## src/rtl/hash_pkg.sv

```systemverilog
// Shared types for the hash round controller and its datapath.
package hash_pkg;

    localparam int BLK_BYTES = 4;

    typedef enum logic [2:0] {
        RND_IDLE       = 3'b000,
        RND_CALC_SA    = 3'b001,
        RND_CALC_ROUND = 3'b010,
        RND_CALC_FINAL = 3'b011,
        RND_DONE       = 3'b100
    } rnd_state_t;

    typedef enum logic [2:0] {
        S_IDLE,
        S_LOAD,
        S_SA,
        S_ROUND,
        S_FINAL,
        S_DONE
    } ctrl_state_t;

    typedef logic [0:BLK_BYTES-1][7:0] word_t;

    function automatic rnd_state_t rnd_code(ctrl_state_t s);
        case (s)
            S_SA:    return RND_CALC_SA;
            S_ROUND: return RND_CALC_ROUND;
            S_FINAL: return RND_CALC_FINAL;
            S_DONE:  return RND_DONE;
            default: return RND_IDLE;
        endcase
    endfunction

endpackage

```

## src/rtl/hash_ctrl_packer.sv

```systemverilog
// Gathers message bytes into a zero-padded 4-byte block and tracks the last flag.
module msg_packer
    import hash_pkg::*;
(
    input  logic       clk,
    input  logic       reset,
    input  logic       clear,
    input  logic       byte_valid,
    input  logic [7:0] byte_in,
    input  logic       byte_last,
    output word_t      block,
    output logic       block_done,
    output logic       last
);

    word_t      block_q, block_d;
    logic [1:0] cnt_q, cnt_d;
    logic       last_q, last_d;

    always_comb begin
        block_d    = block_q;
        cnt_d      = cnt_q;
        last_d     = last_q;
        block_done = byte_valid && ((cnt_q == 2'(BLK_BYTES - 1)) || byte_last);
        if (clear) begin
            block_d = '0;
            cnt_d   = '0;
        end else if (byte_valid) begin
            block_d[cnt_q] = byte_in;
            cnt_d          = cnt_q + 2'd1;
            if (block_done) begin
                last_d = byte_last;
            end
        end
    end

    always_ff @(posedge clk or negedge reset) begin
        if (!reset) begin
            block_q <= '0;
            cnt_q   <= '0;
            last_q  <= 1'b0;
        end else begin
            block_q <= block_d;
            cnt_q   <= cnt_d;
            last_q  <= last_d;
        end
    end

    assign block = block_q;
    assign last  = last_q;

endmodule

```

## src/rtl/hash_ctrl.sv

```systemverilog
// Sequencer for the 4-byte hash round datapath: packs bytes, runs rounds, chains blocks.
//   state   | meaning
//   S_IDLE  | waiting for start
//   S_LOAD  | accepting message bytes into the block buffer
//   S_SA    | first datapath cycle, block and chain presented
//   S_ROUND | datapath output fed back as H_in
//   S_FINAL | chain captures datapath output
//   S_DONE  | digest presented until consumed
module hash_ctrl
    import hash_pkg::*;
#(
    parameter int NUM_ROUNDS = 4,
    parameter int CNT_W      = 4
) (
    input  logic        clk,
    input  logic        reset,
    input  logic        start,
    input  word_t       iv_in,
    input  logic [7:0]  msg_byte,
    input  logic        msg_valid,
    input  logic        msg_last,
    output logic        msg_ready,
    output logic [2:0]  rnd_state,
    output word_t       rnd_h_in,
    output word_t       rnd_iv,
    input  word_t       rnd_h_out,
    output word_t       digest,
    output logic        digest_valid,
    input  logic        digest_ready,
    output logic        busy
);

    ctrl_state_t      state_q, state_d;
    word_t            chain_q, chain_d;
    logic [CNT_W-1:0] rnd_cnt_q, rnd_cnt_d;
    rnd_state_t       rnd_state_q, rnd_state_d;
    logic             msg_ready_q, msg_ready_d;
    logic             busy_q, busy_d;
    logic             digest_valid_q, digest_valid_d;
    word_t            digest_q, digest_d;

    word_t            pk_block;
    logic             pk_done;
    logic             pk_last;
    logic             pk_clear;
    logic             accept;

    assign accept   = msg_valid && msg_ready_q;
    assign pk_clear = (state_q == S_FINAL) || ((state_q == S_IDLE) && start);

    msg_packer u_packer (
        .clk        (clk),
        .reset      (reset),
        .clear      (pk_clear),
        .byte_valid (accept),
        .byte_in    (msg_byte),
        .byte_last  (msg_last),
        .block      (pk_block),
        .block_done (pk_done),
        .last       (pk_last)
    );

    always_comb begin
        state_d   = state_q;
        chain_d   = chain_q;
        rnd_cnt_d = rnd_cnt_q;
        case (state_q)
            S_IDLE: begin
                if (start) begin
                    chain_d = iv_in;
                    state_d = S_LOAD;
                end
            end
            S_LOAD: begin
                if (pk_done) begin
                    state_d = S_SA;
                end
            end
            S_SA: begin
                rnd_cnt_d = CNT_W'(1);
                state_d   = (NUM_ROUNDS > 1) ? S_ROUND : S_FINAL;
            end
            S_ROUND: begin
                rnd_cnt_d = rnd_cnt_q + CNT_W'(1);
                if (rnd_cnt_q == CNT_W'(NUM_ROUNDS - 1)) begin
                    state_d = S_FINAL;
                end
            end
            S_FINAL: begin
                // Datapath register clears on this same edge, so H_out is still valid here.
                chain_d = rnd_h_out;
                state_d = pk_last ? S_DONE : S_LOAD;
            end
            S_DONE: begin
                if (digest_ready) begin
                    state_d = S_IDLE;
                end
            end
            default: state_d = S_IDLE;
        endcase

        rnd_state_d    = rnd_code(state_d);
        msg_ready_d    = (state_d == S_LOAD);
        busy_d         = (state_d != S_IDLE);
        digest_valid_d = (state_d == S_DONE);
        digest_d       = (state_d == S_DONE) ? chain_d : '0;
    end

    always_ff @(posedge clk or negedge reset) begin
        if (!reset) begin
            state_q        <= S_IDLE;
            chain_q        <= '0;
            rnd_cnt_q      <= '0;
            rnd_state_q    <= RND_IDLE;
            msg_ready_q    <= 1'b0;
            busy_q         <= 1'b0;
            digest_valid_q <= 1'b0;
            digest_q       <= '0;
        end else begin
            state_q        <= state_d;
            chain_q        <= chain_d;
            rnd_cnt_q      <= rnd_cnt_d;
            rnd_state_q    <= rnd_state_d;
            msg_ready_q    <= msg_ready_d;
            busy_q         <= busy_d;
            digest_valid_q <= digest_valid_d;
            digest_q       <= digest_d;
        end
    end

    // H_in in ROUND is a straight wire from H_out; the datapath register breaks the loop.
    always_comb begin
        rnd_h_in = '0;
        rnd_iv   = '0;
        case (state_q)
            S_SA: begin
                rnd_h_in = pk_block;
                rnd_iv   = chain_q;
            end
            S_ROUND, S_FINAL: begin
                rnd_h_in = rnd_h_out;
                rnd_iv   = chain_q;
            end
            default: ;
        endcase
    end

    assign rnd_state    = rnd_state_q;
    assign msg_ready    = msg_ready_q;
    assign busy         = busy_q;
    assign digest_valid = digest_valid_q;
    assign digest       = digest_q;

endmodule

```

## config.mk

```make
export PLATFORM = sky130hd
export DESIGN_NAME = hash_ctrl
export DESIGN_NICKNAME = d
export VERILOG_FILES = /design/src/rtl/hash_pkg.sv /design/src/rtl/hash_ctrl_packer.sv /design/src/rtl/hash_ctrl.sv
export SDC_FILE = /design/constraint.sdc
export NUM_CORES = 1
export LEC_CHECK = 0
export CORE_MARGIN = 2
export CORE_UTILIZATION = 49
export DETAILED_ROUTE_END_ITERATION = 12
export PLACE_DENSITY = 0.95
export SYNTH_ARGS = -nofsm -noshare
export SYNTH_HDL_FRONTEND = slang
export SYNTH_SLANG_ARGS = --single-unit
```

## constraint.sdc

```tcl
create_clock -name clk -period 2.8 [get_ports clk]
set_input_delay 0.84 -clock clk [delete_from_list [all_inputs] [get_ports clk]]
set_output_delay 0.84 -clock clk [all_outputs]
set_load 0.01 [all_outputs]
```

==> flow_summary.toml <==
[status]
status = "completed"

[clock_network]
clk_latency_ps = 370
cts_num_sinks = 112
path_clk_slew_ps = 100
cts-root-buf = "clkbuf_8"
cts_inserted_buffers = 9
cts_tree = "yes"
ctsHoldBuffers = 0
cts_buffer_depth = 2
cts_htree_levels = 3

[logic_synthesis]
ys.flop_type = "dfrtp_1"
ys_seq_area_share_pct = 54.2
syn_inst = 541
ys.warnings.count = 0
syn-num-nets = 624
netlist-cell-type-count = 34
synth_edf_count = 0
async_flop_share_pct = 100
synth_top_area_share_pct = 54.2
ys_top_cells_by_area = "dfrtp_1, a22o_1, nand2_1"
yosysTopAreaCell = "dfrtp_1"
netlist_area_mm2 = 0.00517
synth_area_per_cell_um2 = 9.56
synth-seq-cells = 112

[worst_hold_path]
hold_class = "in2async"

[critical_path]
cp_max_fo = 8
r2r-end = "digest[31]$_DFF_PN0_"
worstRegToRegCells = 8
crit_path_end_kind = "output port"
critPathLaunchType = "flip-flop"
crit_top_cell = "buf_6"
required_ps = 1960
critical_path_class = "reg2out"
critPathBufInv = 5
reg2reg_slack_ps = 680
startpoint = "state_q[0]$_DFF_PN0_"
reg2reg_from = "state_q[0]$_DFF_PN0_"
max_stage_delay_ps = 470
cp.arrival_ps = 1940
crit_slowest_cell = "dfrtp_2"
critPathTopFamily = "buffers and inverters"
crit_chain = "inv_2 > nor2_4 > a21o_4 > buf_6 > buf_6 > buf_12 > a22o_1 > buf_2"

[final_layout]
drive_gt1_share_pct = 14.8
area_growth_pct = 44.9
final_common_cell = "nand2_1"
most-common-layout-cells = "nand2_1, clkdlybuf4s50_1, dfrtp_1"
fin_area_mm2 = 0.00749
nets = 826
finalNonFillerCells = 884
antennaDiodeCount = 0

[sta]
period_minus_slack_ps = 2780
fin_worst_skew_ps = 11.1
min_period_over_period_pct = 99.2
hold_viol = 0
slew_headroom_pct = 60.4
worst_slew_pin_slew_ps = 594
timing.fmax_ghz = 0.360
postLayoutSetupSlackWorst_ps = 23.2
slew_violations = 0
rsz0062_at_grt = "yes"
setup_violations = 0
fin_setup_tns_ps = 0

[floorplanning]
die_width_um = 107
num_io_pins = 180
core-area_mm2 = 0.0103
rows = 37
initial_core_util_pct = 50.3
die_area_mm2 = 0.0114
die_h_um = 107

[global_route]
overflow = 0
grt_usage_pct = 30.8
grt_max_degree = 68
grt_pass1_wl_mm = 27.1
grt_pass1_vias = 5327
antenna_found_initial = 0

[power]
switching_share_pct = 40.4
p_int_mw = 3.85
p_leak_nw = 3.60
p_per_area_mw_per_mm2 = 863
clkPwrFrac_pct = 14.5
pwr-share-seq_pct = 37.3
peakVddDrop_v = 0.000397
p_sw_mw = 2.61
p_comb_share_pct = 48.2
power.total_mw = 6.46

[route]
routed_wl_mm = 17.7
viasPerCell = 5.89
drt_iter0_drc = 580
drc = 0
ant_nets = 0
first_pass_iters = 6
post_drt_wl_per_cell_um = 20.0
route.vias.total = 5210

[placement]
dp_hpwl_mm = 12.0
place_ws_ps = -105
gp_congestion = 0.835
portBuffers = 179
post_dp_cell_area_mm2 = 0.00721
placed_cells = 850

[flow_run]
drv_cap = 0
==> kinds of logic after synthesis <==
kind of cell	synth area share [%]
and+or+nand+nor	19.7
AOI/OAI and AO/OA	19.6
DFF	54.2
buffers and inverters	4.77
adders and majority gates	1.21
muxes	0.387
xor gates and xnor gates	0.169
==> area by class of cell <==
type	count	area, um2
clock inverters	5	40.0
fillers	692	2790
flip-flops and latches	112	2810
well taps	136	170
inverters	6	25.0
clock buffers	11	151
multi-input cells	383	2170
repair buffers	231	2120
==> worst reg2reg max path, delay by kind of cell (launching register included) <==
family	cells	cell delay, ps
buf+inv	4	860
flops	1	470
simple gates	2	410
compound gates	2	320
==> layer usage <==
layer	vias up	GRT usage [%]	wire [um]
li1	2266	-	-
met1	2534	36.6	6260
met2	336	53.1	9060
met3	74	6.26	1590
met4	0	15.2	767
met5	-	0	0
==> power by group through the flow <==
stage	registers [mW]	clock network, mW	logic (mW)
finish	2.41	0.935	3.12
global route	2.44	1.01	3.33
detailed placement	2.42	0	2.93
CTS	2.38	0.931	2.95
floorplan	2.31	0	1.65
global placement	2.39	0	2.78
==> per-stage QoR <==
stage                     utilization, %  hold slack [ps]
after global placement              70.1              468
after global routing                72.9              483
after detailed placement            70.1              477
after CTS                           72.3              475
final                               72.9              454
after floorplan                        -              456
==> cells in the mapped netlist (3+ instances only) <==
cell,number
clkbuf_1,9
dfrtp_1,112
o21ai_0,3
buf_4,7
buf_6,3
o21a_1,3
nor2b_1,35
a22o_1,64
buf_2,20
nand2_1,142
nand3_1,27
a21oi_1,67
inv_1,5
ha_1,5
nand2b_1,3
nor2_1,11
==> worst max path at each step <==
stage                     slack (ps)  cells past startpoint      endpoint
after floorplan                  680                      6   rnd_h_in[0]
after global placement          -100                      3  rnd_h_in[21]
after detailed placement        -110                      3  rnd_h_in[13]
after CTS                          8                      8    rnd_iv[22]
after global routing             -20                      8    rnd_iv[26]
final                             20                      8  rnd_h_in[22]
==> registers in the layout, summed over array words and instances, names as in the netlist, 2 cells and up <==
register and count:
rnd_cnt_q 4, state_q 3, digest 32, chain_q 32
u_packer.block 32, rnd_state 3, u_packer.cnt_q 2
==> timing repair <==
item                                    in CTS  in global routing
gates cloned                                 4                  0
setup buffers                                7                  7
pin swaps                                    4                  4
gates resized for setup                    135                 47
endpoints found under the setup margin      64                 34
Note: power is estimated with default switching activity, not from simulation.
